$ cat config.mk
export PLATFORM = sky130hd
export DESIGN_NAME = axi_rr_mux
export DESIGN_NICKNAME = d
export VERILOG_FILES = /design/src/rtl/axi_rr_mux_pkg.sv /design/src/rtl/axi_rr_mux_rr_arbiter.sv /design/src/rtl/axi_rr_mux.sv
export SDC_FILE = /design/constraint.sdc
export NUM_CORES = 1
export LEC_CHECK = 0
export ABC_AREA = 1
export BUFFER_PORTS_ARGS = -buffer_cell sky130_fd_sc_hd__buf_2
export CAP_MARGIN = 15
export CORE_AREA = 10 10 324 326
export DETAILED_ROUTE_END_ITERATION = 12
export DIE_AREA = 0 0 334 336
export PLACE_DENSITY_LB_ADDON = 0.3
export RECOVER_POWER = 100
export SETUP_SLACK_MARGIN = 0.3
export SLEW_MARGIN = 20
export SYNTH_ARGS = -nofsm -noshare
export SYNTH_HDL_FRONTEND = slang
export SYNTH_HIERARCHICAL = 1
export SYNTH_SLANG_ARGS = --single-unit
$ cat constraint.sdc
create_clock -name clk -period 1.4 [get_ports clk]
set_input_delay 0.14 -clock clk [delete_from_list [all_inputs] [get_ports clk]]
set_output_delay 0.14 -clock clk [all_outputs]
set_load 0.005 [all_outputs]
$ cat src/rtl/axi_rr_mux_pkg.sv
`default_nettype none
// ============================================================================
//  Module      : axi_rr_mux_pkg
//  Description : Shared types for the AXI round-robin master mux: response
//                and port-tag types, response codes, channel FSM states.
//  Revision    : 1.0  initial release
// ============================================================================
package axi_rr_mux_pkg;

    typedef logic [1:0] resp_t;
    typedef logic [2:0] port_t;

    localparam resp_t RESP_OKAY   = 2'b00;
    localparam resp_t RESP_SLVERR = 2'b10;

    typedef enum logic [1:0] {
        R_IDLE = 2'd0,
        R_ADDR = 2'd1,
        R_DATA = 2'd2
    } r_state_e;

    typedef enum logic [1:0] {
        W_IDLE = 2'd0,
        W_REQ  = 2'd1,
        W_RESP = 2'd2
    } w_state_e;

endpackage
`default_nettype wire

$ cat src/rtl/axi_rr_mux_rr_arbiter.sv
`default_nettype none
// ============================================================================
//  Module      : rr_arbiter
//  Description : Combinational round-robin pick. Scans req upward from ptr
//                with wraparound; the first asserted request wins.
//  Revision    : 1.0  initial release
// ============================================================================
module rr_arbiter #(
    parameter int N    = 2,
    parameter int IDXW = 1
) (
    input  logic [N-1:0]    req,
    input  logic [IDXW-1:0] ptr,
    output logic [N-1:0]    gnt_oh,
    output logic [IDXW-1:0] gnt_idx
);

    logic [IDXW-1:0] cand;
    logic            found;

    // Priority scan starting at ptr; ptr itself is the highest priority slot
    always_comb begin
        gnt_oh  = '0;
        gnt_idx = '0;
        found   = 1'b0;
        cand    = '0;
        for (int k = 0; k < N; k++) begin
            cand = IDXW'((int'(ptr) + k) % N);
            if (!found && req[cand]) begin
                found        = 1'b1;
                gnt_oh[cand] = 1'b1;
                gnt_idx      = cand;
            end
        end
    end

endmodule
`default_nettype wire

$ cat src/rtl/axi_rr_mux.sv
`default_nettype none
// ============================================================================
//  Module      : axi_rr_mux
//  Description : N-master to 1-slave mux for the simplified AXI bus. Read and
//                write paths arbitrate independently (round-robin), each with
//                one outstanding transaction; responses go only to the owner.
//  Revision    : 1.0  initial release
// ============================================================================
module axi_rr_mux
    import axi_rr_mux_pkg::*;
#(
    parameter int NUM_MASTERS    = 2,
    parameter int AXI_ADDR_WIDTH = 64,
    parameter int AXI_DATA_WIDTH = 64
) (
    input  logic                                            clk,
    input  logic                                            rst,
    // master side, write
    input  logic  [NUM_MASTERS-1:0][AXI_ADDR_WIDTH-1:0]     m_awaddr,
    input  port_t [NUM_MASTERS-1:0]                         m_awport,
    input  logic  [NUM_MASTERS-1:0]                         m_awvalid,
    output logic  [NUM_MASTERS-1:0]                         m_awready,
    input  logic  [NUM_MASTERS-1:0][AXI_DATA_WIDTH-1:0]     m_wdata,
    input  logic  [NUM_MASTERS-1:0][AXI_DATA_WIDTH/8-1:0]   m_wstrb,
    input  logic  [NUM_MASTERS-1:0]                         m_wvalid,
    output logic  [NUM_MASTERS-1:0]                         m_wready,
    output logic  [NUM_MASTERS-1:0]                         m_bvalid,
    output resp_t [NUM_MASTERS-1:0]                         m_bresp,
    input  logic  [NUM_MASTERS-1:0]                         m_bready,
    // master side, read
    input  logic  [NUM_MASTERS-1:0][AXI_ADDR_WIDTH-1:0]     m_araddr,
    input  port_t [NUM_MASTERS-1:0]                         m_arport,
    input  logic  [NUM_MASTERS-1:0]                         m_arvalid,
    output logic  [NUM_MASTERS-1:0]                         m_arready,
    output logic  [NUM_MASTERS-1:0]                         m_rvalid,
    output logic  [NUM_MASTERS-1:0][AXI_DATA_WIDTH-1:0]     m_rdata,
    output resp_t [NUM_MASTERS-1:0]                         m_rresp,
    input  logic  [NUM_MASTERS-1:0]                         m_rready,
    // slave side, write
    output logic  [AXI_ADDR_WIDTH-1:0]                      s_awaddr,
    output port_t                                           s_awport,
    output logic                                            s_awvalid,
    input  logic                                            s_awready,
    output logic  [AXI_DATA_WIDTH-1:0]                      s_wdata,
    output logic  [AXI_DATA_WIDTH/8-1:0]                    s_wstrb,
    output logic                                            s_wvalid,
    input  logic                                            s_wready,
    input  logic                                            s_bvalid,
    input  resp_t                                           s_bresp,
    output logic                                            s_bready,
    // slave side, read
    output logic  [AXI_ADDR_WIDTH-1:0]                      s_araddr,
    output port_t                                           s_arport,
    output logic                                            s_arvalid,
    input  logic                                            s_arready,
    input  logic                                            s_rvalid,
    input  logic  [AXI_DATA_WIDTH-1:0]                      s_rdata,
    input  resp_t                                           s_rresp,
    output logic                                            s_rready
);

    localparam int              IDXW     = (NUM_MASTERS > 1) ? $clog2(NUM_MASTERS) : 1;
    localparam logic [IDXW-1:0] LAST_IDX = IDXW'(NUM_MASTERS - 1);

    // Pointer moves to the slot after the master that just finished, wrapping
    function automatic logic [IDXW-1:0] ptr_after(input logic [IDXW-1:0] g);
        return (g == LAST_IDX) ? '0 : g + 1'b1;
    endfunction

    r_state_e        r_state_q, r_state_d;
    logic [IDXW-1:0] rgnt_q, rgnt_d;
    logic [IDXW-1:0] rptr_q, rptr_d;

    w_state_e        w_state_q, w_state_d;
    logic [IDXW-1:0] wgnt_q, wgnt_d;
    logic [IDXW-1:0] wptr_q, wptr_d;
    logic            aw_done_q, aw_done_d;
    logic            w_done_q, w_done_d;

    logic [NUM_MASTERS-1:0] rd_win_oh, wr_win_oh;
    logic [IDXW-1:0]        rd_win_idx, wr_win_idx;

    rr_arbiter #(.N(NUM_MASTERS), .IDXW(IDXW)) u_rd_arb (
        .req     (m_arvalid),
        .ptr     (rptr_q),
        .gnt_oh  (rd_win_oh),
        .gnt_idx (rd_win_idx)
    );

    // Only AW requests compete for the write path; W alone cannot win a grant
    rr_arbiter #(.N(NUM_MASTERS), .IDXW(IDXW)) u_wr_arb (
        .req     (m_awvalid),
        .ptr     (wptr_q),
        .gnt_oh  (wr_win_oh),
        .gnt_idx (wr_win_idx)
    );

    // Read path next state: grant latch, address phase, data phase
    always_comb begin
        r_state_d = r_state_q;
        rgnt_d    = rgnt_q;
        rptr_d    = rptr_q;
        case (r_state_q)
            R_IDLE: begin
                if (|rd_win_oh) begin
                    rgnt_d    = rd_win_idx;
                    r_state_d = R_ADDR;
                end
            end
            R_ADDR: begin
                if (s_arvalid && s_arready) r_state_d = R_DATA;
            end
            R_DATA: begin
                if (s_rvalid && s_rready) begin
                    r_state_d = R_IDLE;
                    rptr_d    = ptr_after(rgnt_q);
                end
            end
            default: r_state_d = R_IDLE;
        endcase
    end

    // Read path routing: everything idles at zero outside the owning phase
    always_comb begin
        s_araddr  = '0;
        s_arport  = '0;
        s_arvalid = 1'b0;
        s_rready  = 1'b0;
        m_arready = '0;
        m_rvalid  = '0;
        m_rdata   = '0;
        m_rresp   = '0;
        case (r_state_q)
            R_ADDR: begin
                s_araddr          = m_araddr[rgnt_q];
                s_arport          = m_arport[rgnt_q];
                s_arvalid         = m_arvalid[rgnt_q];
                m_arready[rgnt_q] = s_arready;
            end
            R_DATA: begin
                m_rvalid[rgnt_q] = s_rvalid;
                m_rdata[rgnt_q]  = s_rdata;
                m_rresp[rgnt_q]  = s_rresp;
                s_rready         = m_rready[rgnt_q];
            end
            default: ;
        endcase
    end

    // Write path next state: AW and W complete independently before B
    always_comb begin
        w_state_d = w_state_q;
        wgnt_d    = wgnt_q;
        wptr_d    = wptr_q;
        aw_done_d = aw_done_q;
        w_done_d  = w_done_q;
        case (w_state_q)
            W_IDLE: begin
                aw_done_d = 1'b0;
                w_done_d  = 1'b0;
                if (|wr_win_oh) begin
                    wgnt_d    = wr_win_idx;
                    w_state_d = W_REQ;
                end
            end
            W_REQ: begin
                aw_done_d = aw_done_q | (s_awvalid && s_awready);
                w_done_d  = w_done_q  | (s_wvalid && s_wready);
                if (aw_done_d && w_done_d) w_state_d = W_RESP;
            end
            W_RESP: begin
                if (s_bvalid && s_bready) begin
                    w_state_d = W_IDLE;
                    wptr_d    = ptr_after(wgnt_q);
                end
            end
            default: w_state_d = W_IDLE;
        endcase
    end

    // Write path routing; a channel that already handshook stops presenting valid
    always_comb begin
        s_awaddr  = '0;
        s_awport  = '0;
        s_awvalid = 1'b0;
        s_wdata   = '0;
        s_wstrb   = '0;
        s_wvalid  = 1'b0;
        s_bready  = 1'b0;
        m_awready = '0;
        m_wready  = '0;
        m_bvalid  = '0;
        m_bresp   = '0;
        case (w_state_q)
            W_REQ: begin
                s_awaddr          = m_awaddr[wgnt_q];
                s_awport          = m_awport[wgnt_q];
                s_awvalid         = m_awvalid[wgnt_q] & ~aw_done_q;
                m_awready[wgnt_q] = s_awready & ~aw_done_q;
                s_wdata           = m_wdata[wgnt_q];
                s_wstrb           = m_wstrb[wgnt_q];
                s_wvalid          = m_wvalid[wgnt_q] & ~w_done_q;
                m_wready[wgnt_q]  = s_wready & ~w_done_q;
            end
            W_RESP: begin
                m_bvalid[wgnt_q] = s_bvalid;
                m_bresp[wgnt_q]  = s_bresp;
                s_bready         = m_bready[wgnt_q];
            end
            default: ;
        endcase
    end

    // State registers for both paths; reset drops any in-flight beat
    always_ff @(posedge clk) begin
        if (rst) begin
            r_state_q <= R_IDLE;
            rgnt_q    <= '0;
            rptr_q    <= '0;
            w_state_q <= W_IDLE;
            wgnt_q    <= '0;
            wptr_q    <= '0;
            aw_done_q <= 1'b0;
            w_done_q  <= 1'b0;
        end else begin
            r_state_q <= r_state_d;
            rgnt_q    <= rgnt_d;
            rptr_q    <= rptr_d;
            w_state_q <= w_state_d;
            wgnt_q    <= wgnt_d;
            wptr_q    <= wptr_d;
            aw_done_q <= aw_done_d;
            w_done_q  <= w_done_d;
        end
    end

endmodule
`default_nettype wire

==> results of run 1 <==
-- sequential cells by signal, indices dropped and copies added (netlist names) --
| signal | flops |
|---|---|
| r_state_q | 2 |
| aw_done_q | 1 |
| wptr_q | 1 |
| wgnt_q | 1 |
| w_state_q | 2 |
| rgnt_q | 1 |
| w_done_q | 1 |
| rptr_q | 1 |
-- cell usage in the layout, fill, tap and decap left out, types with 3 or more instances in the layout --
cell,instances
nand2_8,5
o21ai_0,4
inv_1,78
buf_2,723
nor2_2,24
nor2_1,68
nand2_2,66
buf_6,145
nor3_2,4
a21oi_4,93
nand2_4,39
buf_12,32
buf_8,9
a21oi_1,40
a21oi_2,84
dfxtp_2,3
buf_4,65
clkbuf_16,21
nand2_1,339
buf_16,25
dfxtp_1,4
nand3_1,5
nor3_1,3
dfxtp_4,3
nor2_4,60
-- per-stage QoR --
stage,hold slack [ps],area (um^2),TNS [ps]
final,208.5,15910,-80930
after global routing,213.7,15910,-103560
after CTS,192.6,13920,-86220
after detailed placement,479.3,11010,-13360
after global placement,476.2,11010,-13600
after floorplan,201.7,4762,0
-- per-layer routing --
| layer | routed length [um] | vias up |
|---|---|---|
| met5 | 58 | - |
| met4 | 1865 | 8 |
| met3 | 6319 | 91 |
| met2 | 41720 | 699 |
| met1 | 34160 | 5267 |
| li1 | - | 5060 |
-- final cells by class --
cell class	count	share of cell area
antenna	1	0.0001572
multi-input combinational	845	0.3746
timing repair buffer	1018	0.4830
inverter	85	0.02194
tap	1287	0.1012
sequential	10	0.01352
clock buffer	4	0.005582
-- final timing paths --
path / startpoint / endpoint / slack, ps / cells past startpoint
min: s_rvalid / rptr_q / 210 / 3
max: wgnt_q / s_wdata[4] / -350 / 6
max reg2reg: wgnt_q / w_state_q[0] / -90 / 11
min reg2reg: wptr_q / wptr_q / 490 / 2
-- cell families after synthesis --
kind of cell / count (synthesis)
and+or+nand+nor: 619
AOI/OAI and AO/OA: 224
buffers and inverters: 168
DFF: 10
-- power breakdown --
part / total (mW) / internal, mW / switching [mW]
registers: 0.379 / 0.319 / 0.0604
logic: 9.06 / 4.00 / 5.06
clock network: 0.665 / 0.437 / 0.229
total: 10.1 / 4.76 / 5.35
-- timing repair --
action | CTS | global route
resized for setup | 469 | 344
setup buffers | 30 | 12
setup endpoints to repair | 366 | 367
gates cloned | 21 | 24
pin swaps | 69 | 63
endpoints found under the hold margin | 0 | 0
-- critical path, cell delays in order, from the launching register on --
cell	delay (ps)
dfxtp_4	390
inv_6	150
buf_6	150
buf_12	150
nand2_1	90
a21oi_4	240
buf_2	170
==> qor.txt, run 1 <==
CTS Hold Bufs -> 0
H-tree lvl count -> 1
status -> finished, violations left
maximum VDD drop -> 0.0002977 V
number of max-cap violations -> 0
fraction of registers with async set/reset -> 0
final max-slew violation count -> 0
Initial Utilization -> 0.04568
area leader, netlist -> nand2_1
hold crit path type -> primary input to flip-flop
core area -> 98130 um^2
Lkg Pwr -> 7.804 nW
Clock Latency Late Sink -> 260 ps
max_slew headroom -> 0.6916
Crit Path Max Fanout -> 14
boundary pin count -> 854
post-synth top area share -> 0.3726
Synthesized Nets -> 1518
synthesized area -> 4483 um^2
clk sink count -> 10
clock slew at reported path FFs -> 60 ps
Area growth, synth to finish -> 255.0%
Mean Syn Cell Area -> 4.391 um^2
PD cells -> 635.2 nW/um^2
fin crit period -> 1751 ps
Synth Area in Simple Gates -> 0.5317
Post-synth EDFFs -> 0
number of global-route vias before repair -> 11000
met3 Use GR -> 0.03186
post-synthesis register bit count -> 10
FMAX -> 571.2 MHz
final setup vio count -> 360
GRT overflow -> 0
RSZ-0062 raised after global routing -> yes
cell total after placement -> 3158
CTS max path bufs -> 2
Final HPWL DP -> 69950 um
met1 Use GR -> 0.1627
part of the cycle the worst path needs -> 1.251
NumNets Final -> 2460
largest net degree at the start of global routing -> 68
synth unique cells -> 26
via count -> 11130
DR DRC count -> 0
PnR Total Power -> 10.11 mW
Synth top cells by count -> nand2_1, a21oi_1, nor2_1
fillcell total -> 11380
Iter 0 DRT Violations -> 795
post-synthesis mux area share -> 0
Detail Route Antenna Nets -> 0
area of the multi-input gates -> 5962 um^2
Cells after Synth -> 1021
Placer Congestion -> 0.9798
busiest grt layer -> met2
First-pass DRT Iterations -> 5
overall die width -> 334 um
Final Hold Vio Count -> 0
Die Y -> 336 um
Req. time, crit path -> 1260 ps
standard-cell row count -> 115
CP startpoint kind -> flip-flop
most frequent cell after synthesis -> nand2_1
vias per cell -> 3.423
Die ar. -> 112200 um^2
main combinational cell family by area after synthesis -> simple AND/OR/NAND/NOR gates
wire per inst -> 25.88 um
CTS tree -> yes
fin worst setup slack -> -350.8 ps
GRT Util Overall -> 0.1319
violated checks -> negative setup slack
Worst Path Arrival -> 1610 ps
pre-CTS setup slack -> -429.9 ps
XOR/XNOR share of the synthesized area -> 0
critical path class -> flip-flop to primary output
Sequential Area -> 215.2 um^2
Core Util, Final -> 0.1622
PortBufs -> 853
main flop type after synthesis -> dfxtp_1
initial antenna violation count -> 21
clock root buffer -> clkbuf_16
Non-Filler Instances -> 3250
Clock Skew -> 0.9304 ps
TritonCTS Buffers -> 3
Synth area leaders -> nand2_1, a21oi_1, nor2_1
complex-gate fraction of the synthesized area -> 0.2529
Worst Setup End Kind -> primary output
Detailed Route WL -> 84130 um
worst-margin pin slew -> 462.1 ps
YS warnings -> 6
Post-Synth Adder-Cell Area -> 0
Seq/Total Area, Yosys -> 0.04466
global-route wire length before repair -> 103500 um
GR met2 Demand/Resource -> 0.2349
fraction of layout cells with a size suffix above 1 -> 0.7217
(Power assumes the default switching activity.)
==> run 2, diff against run 1 <==
- BUFFER_PORTS_ARGS: -buffer_cell sky130_fd_sc_hd__buf_2 -> -buffer_cell sky130_fd_sc_hd__clkbuf_2
- clock period: 1.4 -> 1.6 ns (I/O delays scaled with it)
==> run 2 against run 1 <==
  * Largest cell class unchanged
  * Non-clock buffer count is 4 lower
  * Worst setup slack improved by 160 ps
  * Clock skew hardly changed
  * The run still ends with negative setup slack left
  * Worst hold slack worse by 27 ps
  * Critical endpoint is now s_awaddr[55]
  * Highest routed layer unchanged
  * Cell count shrank 0.12%
  * Global-route usage fell by 0.17 points
  * Count of clock-buffer cells in the layout is the same
  * First-iteration DRC count is 52% lower
  * Flip-flop and latch count did not move
==> qor.txt, run 2 (synthesis gave the netlist of run 1 again) <==
cell total after placement -> 3148
number of global-route vias before repair -> 11180
GRT overflow -> 0
core area -> 98130 um^2
critical path class -> flip-flop to primary output
clock slew at reported path FFs -> 50 ps
TritonCTS Buffers -> 3
FMAX -> 558.3 MHz
Die Y -> 336 um
CP startpoint kind -> flip-flop
RSZ-0062 raised after global routing -> yes
vias per cell -> 3.290
global-route wire length before repair -> 100800 um
worst-margin pin slew -> 550.7 ps
Detail Route Antenna Nets -> 0
standard-cell row count -> 115
Final HPWL DP -> 66090 um
Req. time, crit path -> 1440 ps
overall die width -> 334 um
max_slew headroom -> 0.6325
most frequent cells in the layout -> clkbuf_2, nand2_1, a21oi_2
clk sink count -> 10
Detailed Route WL -> 81400 um
Clock Skew -> 0.5850 ps
PnR Total Power -> 8.359 mW
clock root buffer -> clkbuf_16
Die ar. -> 112200 um^2
hold crit path type -> primary input to flip-flop
boundary pin count -> 854
Area growth, synth to finish -> 231.5%
GRT Util Overall -> 0.1302
maximum VDD drop -> 0.0002634 V
fin crit period -> 1791 ps
First-pass DRT Iterations -> 4
CTS tree -> yes
met1 Use GR -> 0.1715
H-tree lvl count -> 1
number of max-cap violations -> 0
met3 Use GR -> 0.03382
DR DRC count -> 0
commonest non-fill, non-tap cell in the layout -> clkbuf_2
Worst Setup End Kind -> primary output
fraction of layout cells with a size suffix above 1 -> 0.6791
GR met2 Demand/Resource -> 0.2168
initial antenna violation count -> 9
PortBufs -> 853
hold_ws -> 181.8 ps
Placer Congestion -> 0.9222
Crit Path Max Fanout -> 13
largest net degree at the start of global routing -> 68
Non-Filler Instances -> 3246
setup TNS -> -24150 ps
PD cells -> 562.6 nW/um^2
final setup vio count -> 344
fin worst setup slack -> -191.2 ps
part of the cycle the worst path needs -> 1.120
pre-CTS setup slack -> -506.4 ps
via count -> 10680
final max-slew violation count -> 0
wire per inst -> 25.08 um
Clock Latency Late Sink -> 270 ps
NumNets Final -> 2455
busiest grt layer -> met2
CTS max path bufs -> 2
Initial Utilization -> 0.04568
Worst Path Arrival -> 1630 ps
violated checks -> negative setup slack
CTS Hold Bufs -> 0
status -> finished, violations left
Iter 0 DRT Violations -> 383
biggest regs -> r_state_q: 2 flops, w_state_q: 2 flops
Final Hold Vio Count -> 0
Lkg Pwr -> 7.794 nW
## run 2: cell count changes in the layout (fill, tap and decap cells not counted), moves of 30 or more
cell and change:
clkbuf_8 +30, buf_6 -83, a21oi_4 -60, buf_2 -632, a21oi_1 +46, clkbuf_2 +665, nor2_4 -32
## run 2: routing by layer
metal	wire (um)	vias up
li1	-	5046
met3	4884	38
met4	1136	6
met2	38030	524
met1	37320	5064
met5	28	-
## run 2: worst paths after layout
kind	startpoint	end	slack, ps	cells past startpoint
hold / removal	s_bvalid	wptr_q	180	3
setup reg to reg	w_state_q[1]	w_state_q[1]	90	10
hold reg to reg	wptr_q	wptr_q	490	2
setup / recovery	wgnt_q	s_awaddr[55]	-190	6
## run 2: what timing repair did
action	CTS	global route
gates cloned	25	13
setup buffers	44	10
setup endpoints to repair	362	365
resized for setup	352	431
pin swaps	44	48
## run 2: stage by stage
step	instance area [um^2]	utilization
finish	14860	0.1514
global route	14860	0.1514
CTS	13400	0.1365
detailed placement	10750	0.1096
global placement	10750	0.1095
floorplan	4483	-
## run 2: where the power goes
group / total [mW] / switching, mW / internal, mW
combinational: 7.46 / 4.07 / 3.39
clock: 0.585 / 0.203 / 0.382
sequential: 0.315 / 0.0376 / 0.278
total: 8.36 / 4.31 / 4.05
## run 2: worst max-delay path, cell delays in order (launching register included)
cell and delay (ps):
dfxtp_4 350, buf_12 160, inv_16 110, buf_4 190, nand2_2 130, a21oi_2 230
clkbuf_2 150
## run 2: final cells by class
type | count | area (um^2)
fill | 11520 | 83270
timing repair buffer | 1014 | 7557
multi-input combinational | 844 | 5017
tap | 1287 | 1610
inverter | 85 | 362.8
sequential | 10 | 217.7
clock buffer | 4 | 88.84
antenna | 2 | 5.005
==> run 3, diff against run 2 <==
- CORE_AREA: 10 10 324 326 -> 10 10 326 328
- DIE_AREA: 0 0 334 336 -> 0 0 336 338
- SYNTH_HIERARCHICAL: 1 -> unset
==> run 3 against run 2 <==
  * The run still ends with negative setup slack left
  * Flip-flop and latch count did not move
  * Register-to-register slack worse by 70 ps
  * Non-clock buffer count shrank 7
  * Worst setup slack improved by 96 ps
  * Fmax grew 5.7%
  * Clock power fell by 7.7%
  * Sequential power hardly changed
  * Synthesized area grew 1.0%
  * Total power decreased by 23%
  * Via count down 2.2%
  * Utilization decreased by 0.32 points
==> qor.txt, run 3 <==
P_int -> 3.250 mW
Psw -> 3.157 mW
Die Y -> 338 um
part of the cycle the worst path needs -> 1.060
fin crit period -> 1695 ps
Initial Utilization -> 0.04548
worst-margin pin slew -> 301.3 ps
fraction of layout cells with a size suffix above 1 -> 0.6968
commonest non-fill, non-tap cell in the layout -> clkbuf_2
Synth Area in Simple Gates -> 0.5272
most used cell, CP -> buf_12
post-synthesis mux area share -> 0
First-pass DRT Iterations -> 5
violated checks -> negative setup slack
vias per cell -> 3.214
clock root buffer -> clkbuf_16
GRT Util Overall -> 0.09919
Synthesized Nets -> 1516
PortBufs -> 853
Cells after Synth -> 1019
PD cells -> 434.3 nW/um^2
Seq/Total Area, Yosys -> 0.04421
final max-slew violation count -> 0
post-synth top area share -> 0.3722
DR DRC count -> 0
FMAX -> 589.8 MHz
Detail Route Antenna Nets -> 0
Area growth, synth to finish -> 225.8%
status -> finished, violations left
CP peak stage delay -> 390 ps
Core Util, Final -> 0.1482
synth unique cells -> 23
maximum VDD drop -> 0.0002586 V
Final Hold Vio Count -> 0
Clock Latency Late Sink -> 250 ps
slowest CP cell -> dfxtp_4
Worst Path Arrival -> 1540 ps
global-route wire length before repair -> 80960 um
clk sink count -> 10
Final HPWL DP -> 52250 um
RSZ-0062 raised after global routing -> yes
XOR/XNOR share of the synthesized area -> 0
Synth top cells by count -> nand2_1, a21oi_1, nor2_1
switching power share of the total -> 0.4928
Post-synth EDFFs -> 0
Mean Syn Cell Area -> 4.444 um^2
main combinational cell family by area after synthesis -> simple AND/OR/NAND/NOR gates
Largest delay share family, worst path -> buffers and inverters
Die ar. -> 113600 um^2
Req. time, crit path -> 1440 ps
Clk pwr share -> 0.084
CP startpoint kind -> flip-flop
critical path class -> flip-flop to primary output
final setup vio count -> 189
complex-gate fraction of the synthesized area -> 0.2398
post-synthesis register bit count -> 10
YS warnings -> 0
Lkg Pwr -> 7.580 nW
Iter 0 DRT Violations -> 384
CTS max path bufs -> 2
H-tree lvl count -> 1
GRT overflow -> 0
core area -> 99570 um^2
CTS Hold Bufs -> 0
Worst Setup End Kind -> primary output
Placer Congestion -> 0.9425
NumNets Final -> 2447
number of max-cap violations -> 0
Detailed Route WL -> 65410 um
fin worst setup slack -> -95.38 ps
TritonCTS Buffers -> 3
synthesized area -> 4528 um^2
wire per inst -> 20.13 um
combinational share of power -> 0.866
max_slew headroom -> 0.7989
biggest regs -> r_state_q: 2 flops, w_state_q: 2 flops
fraction of registers with async set/reset -> 0
clock slew at reported path FFs -> 50 ps
CP cell instances -> inv_8 > buf_12 > buf_16 > buf_12 > nand2_2 > a21oi_4 > buf_2
overall die width -> 336 um
Clock Skew -> 0.2199 ps
Crit Path Max Fanout -> 8
Post-Synth Adder-Cell Area -> 0
standard-cell row count -> 116
register share of total power -> 0.050
most frequent cell after synthesis -> nand2_1
via count -> 10450
main flop type after synthesis -> dfxtp_1
boundary pin count -> 854
pre-CTS setup slack -> -138.8 ps
area leader, netlist -> nand2_1
Synth area leaders -> nand2_1, a21oi_1, nor2_1
number of global-route vias before repair -> 10590
CTS tree -> yes
most frequent cells in the layout -> clkbuf_2, nand2_1, a21oi_2
WP buf/inv -> 5
largest net degree at the start of global routing -> 39
hold crit path type -> primary input to flip-flop
initial antenna violation count -> 18
[run 3: cell count changes after synthesis, moves of 2 or more]
cell,delta
o21ai_0,-2
buf_2,+6
a21oi_1,-2
buf_6,+10
inv_1,+3
inv_2,-2
nor2_2,-2
clkbuf_1,-15
nand2_1,+4
[run 3: worst reg2reg max path, stage by stage, from the launching register on]
cell	delay, ps
dfxtp_4	400
buf_4	150
nor2_4	100
buf_6	130
buf_4	120
nand4_1	140
buf_4	200
nand2_1	60
nand3_1	60
nand2_1	60
nor2_1	50
[run 3: final cells by class]
class                      count  area (um^2)
clock buffer                   4        88.84
sequential                    10        215.2
multi-input combinational    841         5304
antenna                        3        7.507
timing repair buffer        1007         7154
tap                         1298         1624
inverter                      87        359.1
fill                       11550        84810
[run 3: stage by stage]
stage / TNS, ps / instances / area [um^2] / hold slack (ps) / power (mW)
after global placement: -362.9 / 3174 / 10730 / 472.1 / 3.991
after global routing: -28140 / 3248 / 14750 / 259.6 / 6.865
after CTS: -14550 / 3213 / 12710 / 207.2 / 5.701
after detailed placement: -364.3 / 3174 / 10730 / 470.2 / 3.946
final: -7236 / 3250 / 14750 / 219.8 / 6.407
after floorplan: 0 / 1019 / 4528 / 229.1 / 1.668
[run 3: repair_timing]
| item | 4_1_cts | 5_1_grt |
|---|---|---|
| pin swaps | 37 | 46 |
| setup endpoints to repair | 363 | 364 |
| hold endpoints to repair | 0 | 0 |
| buffers inserted | 17 | 17 |
| cloned | 18 | 17 |
| gates resized for setup | 318 | 552 |
[run 3: layer usage]
| layer | part of all wire | vias up | GRT usage |
|---|---|---|---|
| met5 | 0.0024 | - | 0 |
| met2 | 0.49 | 500 | 0.1735 |
| met1 | 0.42 | 4830 | 0.1221 |
| met3 | 0.079 | 59 | 0.02855 |
| li1 | - | 5035 | - |
| met4 | 0.012 | 22 | 0.01281 |
[run 3: power by group through the flow]
| stage | registers [mW] | clock network [mW] | logic, mW |
|---|---|---|---|
| 6_report | 0.318 | 0.540 | 5.55 |
| 5_1_grt | 0.324 | 0.580 | 5.96 |
| 4_1_cts | 0.312 | 0.580 | 4.81 |
| 3_5_place_dp | 0.300 | 0 | 3.65 |
| 3_3_place_gp | 0.300 | 0 | 3.69 |
| 2_1_floorplan | 0.289 | 0 | 1.38 |
[run 3: path summary, 6_finish.rpt]
path	from	to	depth (start not counted)	slack (ps)
worst max-delay path	wgnt_q	s_wdata[0]	7	-100
worst min-delay path	m_arvalid[1]	rgnt_q	3	220
worst max register to register	w_state_q[0]	w_state_q[1]	10	20
worst min register to register	wptr_q	wptr_q	2	460
[run 3: cell families after synthesis]
| family | after synthesis |
|---|---|
| and+or+nand+nor | 622 |
| buffers and inverters | 170 |
| DFF | 10 |
| AOI/OAI and AO/OA | 217 |
